## src/rtl/bp_be_acc_dispatch.sv

```systemverilog
// Accelerator command dispatch: queues retired CUSTOM0 commands, meters outstanding
// responses, and buffers one accelerator result for register writeback.
module bp_be_acc_dispatch #(
    parameter int els_p         = 4,
    parameter int instr_width_p = 32,
    parameter int dword_width_p = 64,
    parameter int wide_width_p  = 512
) (
    input  logic                     clk_i,
    input  logic                     reset_i,

    input  logic                     acc_v_i,
    input  logic [instr_width_p-1:0] acc_instr_i,
    input  logic [dword_width_p-1:0] acc_data_i,
    input  logic                     acc_wide_v_i,
    input  logic [wide_width_p-1:0]  acc_wide_data_i,

    output logic                     cmd_v_o,
    output logic [instr_width_p-1:0] cmd_instr_o,
    output logic [dword_width_p-1:0] cmd_data_o,
    output logic [wide_width_p-1:0]  cmd_wide_o,
    input  logic                     cmd_ready_i,

    input  logic                     resp_v_i,
    input  logic [4:0]               resp_rd_i,
    input  logic [dword_width_p-1:0] resp_data_i,
    output logic                     resp_ready_o,

    output logic                     wb_v_o,
    output logic [4:0]               wb_rd_o,
    output logic [dword_width_p-1:0] wb_data_o,
    input  logic                     wb_yumi_i,

    output logic                     full_o,
    output logic                     busy_o,
    output logic                     overflow_o
);

    localparam int lg_els_lp = $clog2(els_p);
    localparam int cnt_w_lp  = $clog2(els_p + 1);
    localparam logic [cnt_w_lp-1:0] els_c = cnt_w_lp'(els_p);

    logic [lg_els_lp-1:0]     wptr_q, wptr_d;
    logic [lg_els_lp-1:0]     rptr_q, rptr_d;
    logic [cnt_w_lp-1:0]      count_q, count_d;
    logic [cnt_w_lp-1:0]      outst_q, outst_d;
    logic                     ovf_q, ovf_d;
    logic                     buf_v_q, buf_v_d;
    logic [4:0]               buf_rd_q, buf_rd_d;
    logic [dword_width_p-1:0] buf_data_q, buf_data_d;
    logic [wide_width_p-1:0]  wide_q, wide_d;

    logic [instr_width_p-1:0] instr_mem_q [els_p];
    logic [dword_width_p-1:0] data_mem_q  [els_p];

    logic fifo_empty, fifo_full;
    logic cmd_v, deq, enq, drop;
    logic head_expects, resp_ready, resp_hs;

    always_comb begin
        fifo_empty   = (count_q == '0);
        fifo_full    = (count_q == els_c);
        // Stop issuing once every response slot is claimed, so results can never be lost.
        cmd_v        = !fifo_empty && (outst_q < els_c);
        deq          = cmd_v && cmd_ready_i;
        enq          = acc_v_i && (!fifo_full || deq);
        drop         = acc_v_i && fifo_full && !deq;
        head_expects = instr_mem_q[rptr_q][14] && (instr_mem_q[rptr_q][11:7] != 5'd0);
        resp_ready   = (outst_q != '0) && (!buf_v_q || wb_yumi_i);
        resp_hs      = resp_v_i && resp_ready;
    end

    always_comb begin
        wptr_d  = enq ? wptr_q + 1'b1 : wptr_q;
        rptr_d  = deq ? rptr_q + 1'b1 : rptr_q;
        count_d = count_q;
        case ({enq, deq})
            2'b10:   count_d = count_q + 1'b1;
            2'b01:   count_d = count_q - 1'b1;
            default: count_d = count_q;
        endcase
    end

    always_comb begin
        outst_d = outst_q;
        case ({deq && head_expects, resp_hs})
            2'b10:   outst_d = outst_q + 1'b1;
            2'b01:   outst_d = outst_q - 1'b1;
            default: outst_d = outst_q;
        endcase
    end

    always_comb begin
        buf_v_d    = buf_v_q;
        buf_rd_d   = buf_rd_q;
        buf_data_d = buf_data_q;
        // A fresh result takes priority over the writeback drain in the same cycle.
        if (resp_hs) begin
            buf_v_d    = 1'b1;
            buf_rd_d   = resp_rd_i;
            buf_data_d = resp_data_i;
        end else if (wb_yumi_i) begin
            buf_v_d    = 1'b0;
        end
    end

    always_comb begin
        ovf_d  = ovf_q || drop;
        wide_d = acc_wide_v_i ? acc_wide_data_i : wide_q;
    end

    always_ff @(posedge clk_i or posedge reset_i) begin
        if (reset_i) begin
            wptr_q  <= '0;
            rptr_q  <= '0;
            count_q <= '0;
            outst_q <= '0;
            ovf_q   <= 1'b0;
            buf_v_q <= 1'b0;
            wide_q  <= '0;
        end else begin
            wptr_q  <= wptr_d;
            rptr_q  <= rptr_d;
            count_q <= count_d;
            outst_q <= outst_d;
            ovf_q   <= ovf_d;
            buf_v_q <= buf_v_d;
            wide_q  <= wide_d;
        end
    end

    // Payload storage carries no reset; it is qualified by the control state above.
    always_ff @(posedge clk_i) begin
        if (enq) begin
            instr_mem_q[wptr_q] <= acc_instr_i;
            data_mem_q[wptr_q]  <= acc_data_i;
        end
        buf_rd_q   <= buf_rd_d;
        buf_data_q <= buf_data_d;
    end

    assign cmd_v_o      = cmd_v;
    assign cmd_instr_o  = instr_mem_q[rptr_q];
    assign cmd_data_o   = data_mem_q[rptr_q];
    assign cmd_wide_o   = wide_q;
    assign resp_ready_o = resp_ready;
    assign wb_v_o       = buf_v_q;
    assign wb_rd_o      = buf_rd_q;
    assign wb_data_o    = buf_data_q;
    assign full_o       = fifo_full;
    assign busy_o       = !fifo_empty || (outst_q != '0) || buf_v_q;
    assign overflow_o   = ovf_q;

endmodule
```

## config.mk

```make
export PLATFORM = sky130hd
export DESIGN_NAME = bp_be_acc_dispatch
export DESIGN_NICKNAME = d
export VERILOG_FILES = /design/src/rtl/bp_be_acc_dispatch.sv
export SDC_FILE = /design/constraint.sdc
export NUM_CORES = 1
export LEC_CHECK = 0
export ABC_AREA = 0
export BUFFER_PORTS_ARGS = -buffer_cell sky130_fd_sc_hd__buf_2
export CORE_AREA = 2 2 534 536
export DETAILED_ROUTE_END_ITERATION = 7
export DIE_AREA = 0 0 536 538
export RECOVER_POWER = 25
export SYNTH_ARGS = -nofsm -noshare
export SYNTH_HDL_FRONTEND = slang
export SYNTH_SLANG_ARGS = --single-unit
```

## constraint.sdc

```tcl
create_clock -name clk_i -period 24.3 [get_ports clk_i]
set_clock_uncertainty 0.05 [all_clocks]
set_input_delay 3.645 -clock clk_i [delete_from_list [all_inputs] [get_ports clk_i]]
set_output_delay 3.645 -clock clk_i [all_outputs]
set_load 0.01 [all_outputs]
```

# Word-level counts from Yosys, hierarchy flattened
# Memories as Yosys holds them, arrays and structs flattened.
# Index checks and enable logic that the tools add are counted.
# W data, S select, Z words.
# totals
input_bits,684
mem_bits_rw,384
ff_bits,593
wordCells,53
memories,2
# classes
n_eq_ne,5
n_reduce_logical,24
magnitude_cmp,1
muxes,6
n_addsub,6
# memory_table
memory,depth,width,read_ports,rd_clocked_by_memory_dff,write_ports,line_no,text
data_mem_q,4,64,1,0,1,54,logic [dword_width_p-1:0] data_mem_q [els_p];
instr_mem_q,4,32,1,0,1,53,logic [instr_width_p-1:0] instr_mem_q [els_p];
# ops
cell,count
$pmux W3 S2,2
$logic_and A1 B1 Y1,9
$add A3 B1 Y3 const B,2
$reduce_bool A2 Y1,3
$sub A3 B1 Y3 const B,2
$logic_or A1 B1 Y1,5
$reduce_bool A5 Y1,1
$add A2 B1 Y2 const B,2
$eq A2 B1 Y1 const B,2
$eq A2 B2 Y1 const B,2
$logic_not A1 Y1,4
$mux W1,4
$eq A3 B3 Y1 const B,1
$logic_not A3 Y1,1
$lt A3 B3 Y1 const B,1
$reduce_bool A3 Y1,1

# Longest topological paths before layout
# Gate-level depths: netlist of the first run.
# depth
ltp_word,8
mapped_depth,10
mapped_depth_nobuf,9

# Least setup slack after synthesis of the first run
# OpenSTA, ideal clock, no wires.
# synth_path
path_type,input to register
startpoint,in wb_yumi_i
endpoint,reg outst_q[2]
required_ns,24.171
t_arrival_ns,10.006
path_stages,8
setup_slack_ns,14.164
setup_time_ns,0.079
path_cell_list,nor2b_1 nor3_1 ha_1 inv_1 fa_1 xor2_1 nor2_1 xor2_1
# synth_between
elab_chain_cells,5
elab_cells_between_ends,7
cone_classes,2 x eq/ne; 1 x mux; 4 x reduce/logical
# synth_rtl
item,line_no,text
"start, declared",32,"input logic wb_yumi_i,"
$logic_or A1 B1 Y1 (*),69,resp_ready = (outst_q != '0) && (!buf_v_q || wb_yumi_i);
$logic_and A1 B1 Y1 (*),69,
$logic_and A1 B1 Y1 (*),70,resp_hs = resp_v_i && resp_ready;
$eq A2 B1 Y1 or $eq A2 B2 Y1 (tied branches),86,"case ({deq && head_expects, resp_hs})"
$pmux W3 S2 or $reduce_bool A2 Y1 (tied branches),--,
"end signal, assigned",125,outst_q <= outst_d;
"end, declared",46,"logic [cnt_w_lp-1:0] outst_q, outst_d;"
# Every way passes the cells marked *; elsewhere a longest branch is shown, timed or not.
# A chain may end at the register's enable or synchronous reset.

==> metrics.txt, run 1 <==
nets between 3000 and 4000; initial antenna violation count 149; adder and majority gate portion of the synthesized area less than 1%; fin crit period approximately 12 ns; Final Util between 15 and 20%; R2R setup slack 20.23 ns; RSZ-0062 raised after global routing no; Remaining Overflow, GRT 0; average cell area after synthesis slightly above 20 um^2; DR vias/cell between 3 and 4; Tcrit/Tclk final ~47%; Least-Margin Pin Slew approximately 5.6 ns; sink count of the clock tree just under 1000; xor-xnor portion of the synthesized cell area 0.173%; Crit path arrival time about 11 ns; PortBufs 1366; R2R Path Start rptr_q[0]; Worst Setup Start Kind primary input; Critical Path Slowest Stage Cell clkbuf_1; synthesized instance count approximately 1700; complex-gate fraction of the synthesized area less than 1%; crit path max fanout 119; Worst setup EP type async pin; FMAX ~87 MHz; mapped cell area ~35000 um^2; DR WL/cell 25.5 um; CTS tree yes; violated checks capacitance limit, slew limit; Post-Route WL around 180000 um; Critical Path Stages 3; Critical Path Source reset_i; Yosys reg bits between 900 and 1000; TritonCTS Buffers around 120; area delta synth->final 42.9%; CP top delay family buffers and inverters; critical setup path kind primary input to async pin; drc violations 0; clock latency on the worst-skew pair roughly 0.8 ns; Yosys cell types 33; setup TNS 0 ns; # IOs around 1400; post-CTS setup buffer count 0; Core Region roughly 280000 um^2; post-route antenna net violation count 0; CTS Hold Bufs 0; Min-Delay Path Depth 1; status finished, violations left; mux cell area share after synthesis 22.5%; CTS clk-pin slew, worst paths 0.06 ns; Hold WC Path Type flop to flop; Clock Root Buffer clkbuf_16; die width ~540 um; Die Y-Extent roughly 540 um; register area share after synthesis between 70 and 80%; DR pass1 iterations 5; hold wc startpoint overflow_o; simple-gate share of the synthesized area less than 1%; Final Cell Area around 51000 um^2; PostCTS Resize Cnt 0; largest family of logic cells by synthesized area multiplexers; Crit path top cell by count clkbuf_1; Row Count between 150 and 200; largest net degree at the start of global routing ~140; Warnings, synthesis 0; via count approximately 23000; clock buffer depth 4; dpl cell area about 47000 um^2; Global Route Usage Sum 11.9%; drt first-iter violations 1284; CTS HTree Levels 3; Pwr Density ~98 nW/um^2; fin. max-slew vios a little under 300; leak pwr between 20 and 25 nW; final hold violation count 0; Peak supply drop between 0.05 and 0.06 mV; critical path, cell by cell clkbuf_1 > clkinvlp_2 > clkbuf_1; pre-CTS setup slack roughly 16 ns; reg2reg path depth 10; Slew HR -276%; Crit path buffers/inverters 3; WP data required approximately 24 ns; number of global-route vias before repair roughly 23000; share of layout cells above drive strength 1 a little under two thirds; worst setup margin around 13 ns; first-pass GRT wire length 227000 um; hpwl dp 150000 um; initial core utilization about an eighth; global placement routability congestion 0.970; Final Setup Violations 0; Critical Path Max Stage Delay 3.87 ns; full die area approximately 290000 um^2; Max Cap Viol 3; Total Power 4.95 mW; Post-Syn Nets about 2400
metal layers:
layer / global-route usage [%] / routed length [um] / vias up
met5: 0.510 / 452 / -
met4: 4.81 / 7640 / 66
li1: - / - / 9528
met2: 20.1 / 87700 / 1442
met3: 6.90 / 24500 / 406
met1: 11.9 / 60100 / 11629
per-stage QoR:
stage,hold WS [ns],std cells
CTS,0.448,7007
global route,0.455,7034
floorplan,0.410,1722
global placement,0.400,6795
detailed placement,0.435,6795
finish,0.440,7066
sequential cells by signal, indices dropped and copies added (netlist names):
name and cells:
overflow_o 1, wb_rd_o 5, wb_data_o 64, outst_q 3
cmd_wide_o 512, count_q 3, wptr_q 2, wb_v_o 1
data_mem_q 256, rptr_q 2, instr_mem_q 128
cell usage after synthesis:
| library cell | number | area (um^2) |
|---|---|---|
| mux2i_1 | 2 | 20.0 |
| a21oi_1 | 1 | 5.00 |
| mux4_2 | 96 | 2160 |
| nor2_1 | 4 | 15.0 |
| ha_1 | 5 | 62.6 |
| xnor2_1 | 5 | 43.8 |
| nor2b_1 | 2 | 12.5 |
| nor3_1 | 4 | 20.0 |
| a21boi_0 | 1 | 7.51 |
| o21bai_1 | 1 | 7.51 |
| o211ai_1 | 1 | 7.51 |
| o211ai_2 | 1 | 12.5 |
| or3_1 | 1 | 6.26 |
| buf_2 | 59 | 295 |
| buf_1 | 2 | 7.51 |
| mux2_2 | 513 | 5780 |
| inv_1 | 10 | 37.5 |
| or2_2 | 1 | 6.26 |
| or3b_2 | 1 | 8.76 |
| and2_1 | 4 | 25.0 |
| nand3b_1 | 1 | 7.51 |
| edfxtp_1 | 453 | 13600 |
| a31o_2 | 1 | 8.76 |
| dfrtp_1 | 524 | 13100 |
| nand2_1 | 2 | 7.51 |
| clkbuf_1 | 17 | 63.8 |
| buf_6 | 1 | 11.3 |
| or4_1 | 1 | 7.51 |
| fa_1 | 2 | 40.0 |
| o22ai_1 | 1 | 6.26 |
| a211oi_1 | 1 | 7.51 |
| nand2b_1 | 2 | 12.5 |
| xor2_1 | 2 | 17.5 |
cells by family (layout without fill, tap and decap cells):
logic type               Yosys count  in the layout
flip-flops                       977            977
multiplexers                     611            611
buffers and inverters             89           1612
AND/OR/NAND/NOR                   23             23
AO/OA/AOI/OAI                      8              8
adder cells (fa/ha/maj)            7              7
XOR/XNOR                           7              7
other                              0             59
worst reg2reg max path: stages, from the launching register on:
cell and delay [ns]:
dfrtp_4 0.85, buf_4 0.61, mux4_2 0.71, or4_1 0.55, o211ai_2 0.16, ha_1 0.21
inv_1 0.06, fa_1 0.37, xor2_1 0.15, nor2_1 0.13, xor2_1 0.15
placed cells by master, fill, tap and decap left out, types with 5 or more instances in the layout:
master / n
inv_1: 9
clkbuf_16: 120
buf_2: 1254
inv_6: 5
mux2_2: 513
clkinv_1: 10
clkinvlp_4: 9
clkbuf_1: 137
ha_1: 5
diode_2: 59
edfxtp_1: 453
buf_4: 22
xnor2_1: 5
clkbuf_8: 20
dfrtp_1: 522
clkinv_2: 12
mux4_2: 96
where the power goes:
| part | leakage (nW) | total (mW) | internal, mW | switching, mW |
|---|---|---|---|---|
| Combinational | 8.03 | 1.11 | 0.451 | 0.658 |
| Clock | 1.85 | 1.74 | 1.01 | 0.729 |
| Sequential | 10.3 | 2.11 | 2.00 | 0.107 |
| Total | 20.2 | 4.95 | 3.46 | 1.49 |
layout make-up:
class / instances / area [um^2]
multi-input cells: 656 / 8330
inverters: 10 / 38.8
diodes: 59 / 148
clock buffers: 164 / 3370
repair buffers: 1390 / 6890
flip-flops and latches: 977 / 26700
well taps: 3762 / 4710
fillers: 30862 / 233000
clock inverters: 48 / 444
worst paths after layout:
kind / endpoint
setup / recovery: cmd_wide_o[301]
hold / removal: overflow_o
setup reg to reg: outst_q[2]
hold reg to reg: overflow_o
max in group clk_i: cmd_wide_o[108]
min in group asynchronous: cmd_wide_o[378]
Note: power is estimated with default switching activity, not from simulation.
==> inputs of run 2 (changes only) <==
ABC_AREA = 1   (was 0)
CORE_AREA = 2 2 537 539   (was 2 2 534 536)
DIE_AREA = 0 0 539 541   (was 0 0 536 538)
clock period = 10.5 ns   (was 24.3 ns; I/O delays follow)
==> metrics.txt, run 2 <==
status finished, violations left (unchanged); violated checks capacitance limit, slew limit (unchanged); mux cell area share after synthesis 15.9% (was 22.5%); Peak supply drop 0.183 mV (was 0.0574 mV); crit path max fanout 87 (was 119); TritonCTS Buffers 122 (was 118); Core Region 286000 um^2 (was 283000 um^2); largest family of logic cells by synthesized area multiplexers (unchanged); CP top delay family buffers and inverters (unchanged); Internal Dissipation 8.01 mW (was 3.46 mW); commonest non-fill, non-tap cell in the layout buf_2 (unchanged); Yosys cell types 27 (was 33); post-route antenna net violation count 0 (unchanged); Synth area leaders edfxtp_1, dfrtp_1, mux2_2, o21ai_0, nor2_1 (was edfxtp_1, dfrtp_1, mux2_2, mux4_2, buf_2); Inst Count DP 7234 (was 6795); largest net degree at the start of global routing 152 (was 138); synthesized instance count 2184 (was 1722); clock network power share 35.0% (was 35.1%); top post-synthesis cells by count dfrtp_1, mux2_2, edfxtp_1 (unchanged); register area share after synthesis 73.8% (was 75.4%); Row Count 197 (was 196); critical setup path kind flop to output pin (was primary input to async pin); Global Route Usage Sum 13.6% (was 11.9%); fin. max-slew vios 28 (was 290); Yosys reg bits 977 (unchanged); Die Y-Extent 541 um (was 538 um); CTS Hold Bufs 0 (unchanged); dpl cell area 47100 um^2 (was 46900 um^2); Net Sw Frac 33.8% (was 30.2%); Crit path arrival time 3.93 ns (was 11.04 ns); initial core utilization 12.6% (was 12.5%); first-pass GRT wire length 263000 um (was 227000 um); CTS tree yes (unchanged); setup TNS 0 ns (unchanged); Remaining Overflow, GRT 0 (unchanged); Least-Margin Pin Slew 2.14 ns (was 5.61 ns); count leader, synth dfrtp_1 (unchanged); GR Util met2 20.9% (was 20.1%); mapped cell area 36200 um^2 (was 35400 um^2); Final Setup Violations 0 (unchanged); Total Power 12.1 mW (was 4.95 mW); die width 539 um (was 536 um); Hold WC Path Type flop to flop (unchanged); DR vias/cell 3.43 (was 3.27); WP data required 8.88 ns (was 23.83 ns); Pwr Density 237 nW/um^2 (was 97.8 nW/um^2); CTS clk-pin slew, worst paths 0.06 ns (about the same); Crit path top cell by count buf_4 (was clkbuf_1); final hold violation count 0 (unchanged); post-CTS setup buffer count 0 (unchanged); critical path, cell by cell buf_4 > buf_4 > o21ai_0 > o22ai_1 > buf_2 (was clkbuf_1 > clkinvlp_2 > clkbuf_1); DR WL/cell 27.7 um (was 25.5 um); nets 4268 (was 3844); hpwl dp 170000 um (was 150000 um); area leader, netlist edfxtp_1 (unchanged); ys async rst share 53.6% (unchanged); Max Cap Viol 1 (was 3); sink count of the clock tree 977 (unchanged); Crit path buffers/inverters 3 (unchanged); global placement routability congestion 0.891 (was 0.970); Clock Root Buffer clkbuf_16 (unchanged); Worst Setup Start Kind flop (was primary input); number of global-route vias before repair 25938 (was 23363); Critical Path Max Stage Delay 0.90 ns (was 3.87 ns); via count 25719 (was 23071); DR pass1 iterations 5 (unchanged); area delta synth->final 41.0% (was 42.9%); CTS HTree Levels 3 (unchanged); Seq pwr share 40.5% (was 42.5%); Post-synth EDFFs 453 (unchanged); initial antenna violation count 211 (was 149); commonest cells after routing, fill and taps aside buf_2, dfrtp_1, mux2_2, edfxtp_1, nor2_1 (was buf_2, dfrtp_1, mux2_2, edfxtp_1, clkbuf_1); fin crit period about 5.6 ns; Main synth FF type dfrtp_1 (unchanged); Final Util 17.8% (was 17.9%); max reg flops 512 (unchanged); top cell type's share of synthesized area 37.6% (was 38.4%); Warnings, synthesis 0 (unchanged); complex-gate fraction of the synthesized area 4.25% (was 0.176%); GRT met3 Usage 8.18% (was 6.90%); Sw Pwr 4.10 mW (was 1.49 mW); Worst setup EP type output pin (was async pin); Tcrit/Tclk final 52.9%; average cell area after synthesis 16.6 um^2 (was 20.6 um^2); full die area 292000 um^2 (was 288000 um^2); PortBufs 1366 (unchanged); RSZ-0062 raised after global routing no (unchanged); drc violations 0 (unchanged); GRT met1 Usage 15.3% (was 11.9%); xor-xnor portion of the synthesized cell area 0.145% (was 0.173%); Critical Path Slowest Stage Cell dfrtp_4 (was clkbuf_1); Post-Layout Cell Count 7499 (was 7066); combinational fraction of design power 24.5% (was 22.4%); Most Crowded Layer GR met2 (unchanged); PostCTS Resize Cnt 0 (unchanged); leak pwr 20.6 nW (was 20.2 nW); Post-Syn Nets 2875 (was 2413); clock latency on the worst-skew pair 0.83 ns (was 0.82 ns); Final Cell Area 51100 um^2 (was 50600 um^2); clock buffer depth 4 (unchanged); drt first-iter violations 1719 (was 1284); Slew HR -42.9% (was -276%); FMAX roughly 180 MHz; Post-Route WL 208000 um (was 181000 um); adder and majority gate portion of the synthesized area 0.283% (was 0.289%); simple-gate share of the synthesized area 2.71% (was 0.364%); share of layout cells above drive strength 1 54.4% (was 63.9%); # IOs 1367 (unchanged)
-- run 2: cell types whose count changed after synthesis, sizes merged, moves of 4 or more --
cell,change
o22ai,+90
nand3,+15
o21ai,+188
mux4,-96
inv,+19
clkbuf,+9
buf,+32
nor2,+193
nand2,+31
and2,-4
xnor2,-4
-- run 2: through the flow --
stage | hold slack [ns] | setup WS [ns]
2_1_floorplan | 0.414 | 1.75
3_3_place_gp | 0.430 | 5.85
3_5_place_dp | 0.439 | 5.78
4_1_cts | 0.453 | 4.81
5_1_grt | 0.460 | 4.62
6_report | 0.450 | 4.94
-- run 2: worst paths after layout --
| check | cells past startpoint | slack, ns | start | to |
|---|---|---|---|---|
| min in group asynchronous | 3 | 0.94 | reset_i | cmd_wide_o[57] |
| hold / removal | 1 | 0.45 | cmd_wide_o[510] | cmd_wide_o[510] |
| hold reg to reg | 1 | 0.45 | cmd_wide_o[510] | cmd_wide_o[510] |
| setup reg to reg | 7 | 6.02 | outst_q[2] | data_mem_q[0][24] |
| setup / recovery | 5 | 4.94 | rptr_q[0] | cmd_data_o[10] |
| max in group asynchronous | 4 | 7.96 | reset_i | cmd_wide_o[312] |
-- run 2: kinds of logic (layout without fill, tap and decap cells) --
group | after synthesis | in the layout
AOI/OAI and AO/OA | 284 | 284
xor gates and xnor gates | 6 | 6
adders and majority gates | 7 | 7
buffers and inverters | 149 | 1642
DFF | 977 | 977
muxes | 512 | 512
other | 0 | 41
and+or+nand+nor | 249 | 249
-- run 2: power groups by stage --
stage | sequential, mW | clock (mW) | combinational [mW]
final | 4.90 | 4.24 | 2.96
after global routing | 4.96 | 4.50 | 3.21
after CTS | 4.90 | 4.39 | 3.05
after detailed placement | 4.97 | 0 | 3.04
after global placement | 4.95 | 0 | 3.01
after floorplan | 5.03 | 0 | 1.41
-- run 2: final cells by class --
cell class                 count  area (um^2)
fill                       31325       235000
sequential                   977        26700
multi-input combinational   1058         8450
timing repair buffer        1389         6960
tap                         3781         4730
clock buffer                 149         3320
clock inverter                75          694
inverter                      29          116
antenna                       41          103
-- run 2: metal layers --
layer / vias up / wire, um / part of all wire, %
met1: 12833 / 78700 / 38
met3: 476 / 29100 / 14
li1: 10836 / - / -
met2: 1496 / 89400 / 43
met5: - / 538 / 0.26
met4: 78 / 9910 / 4.8
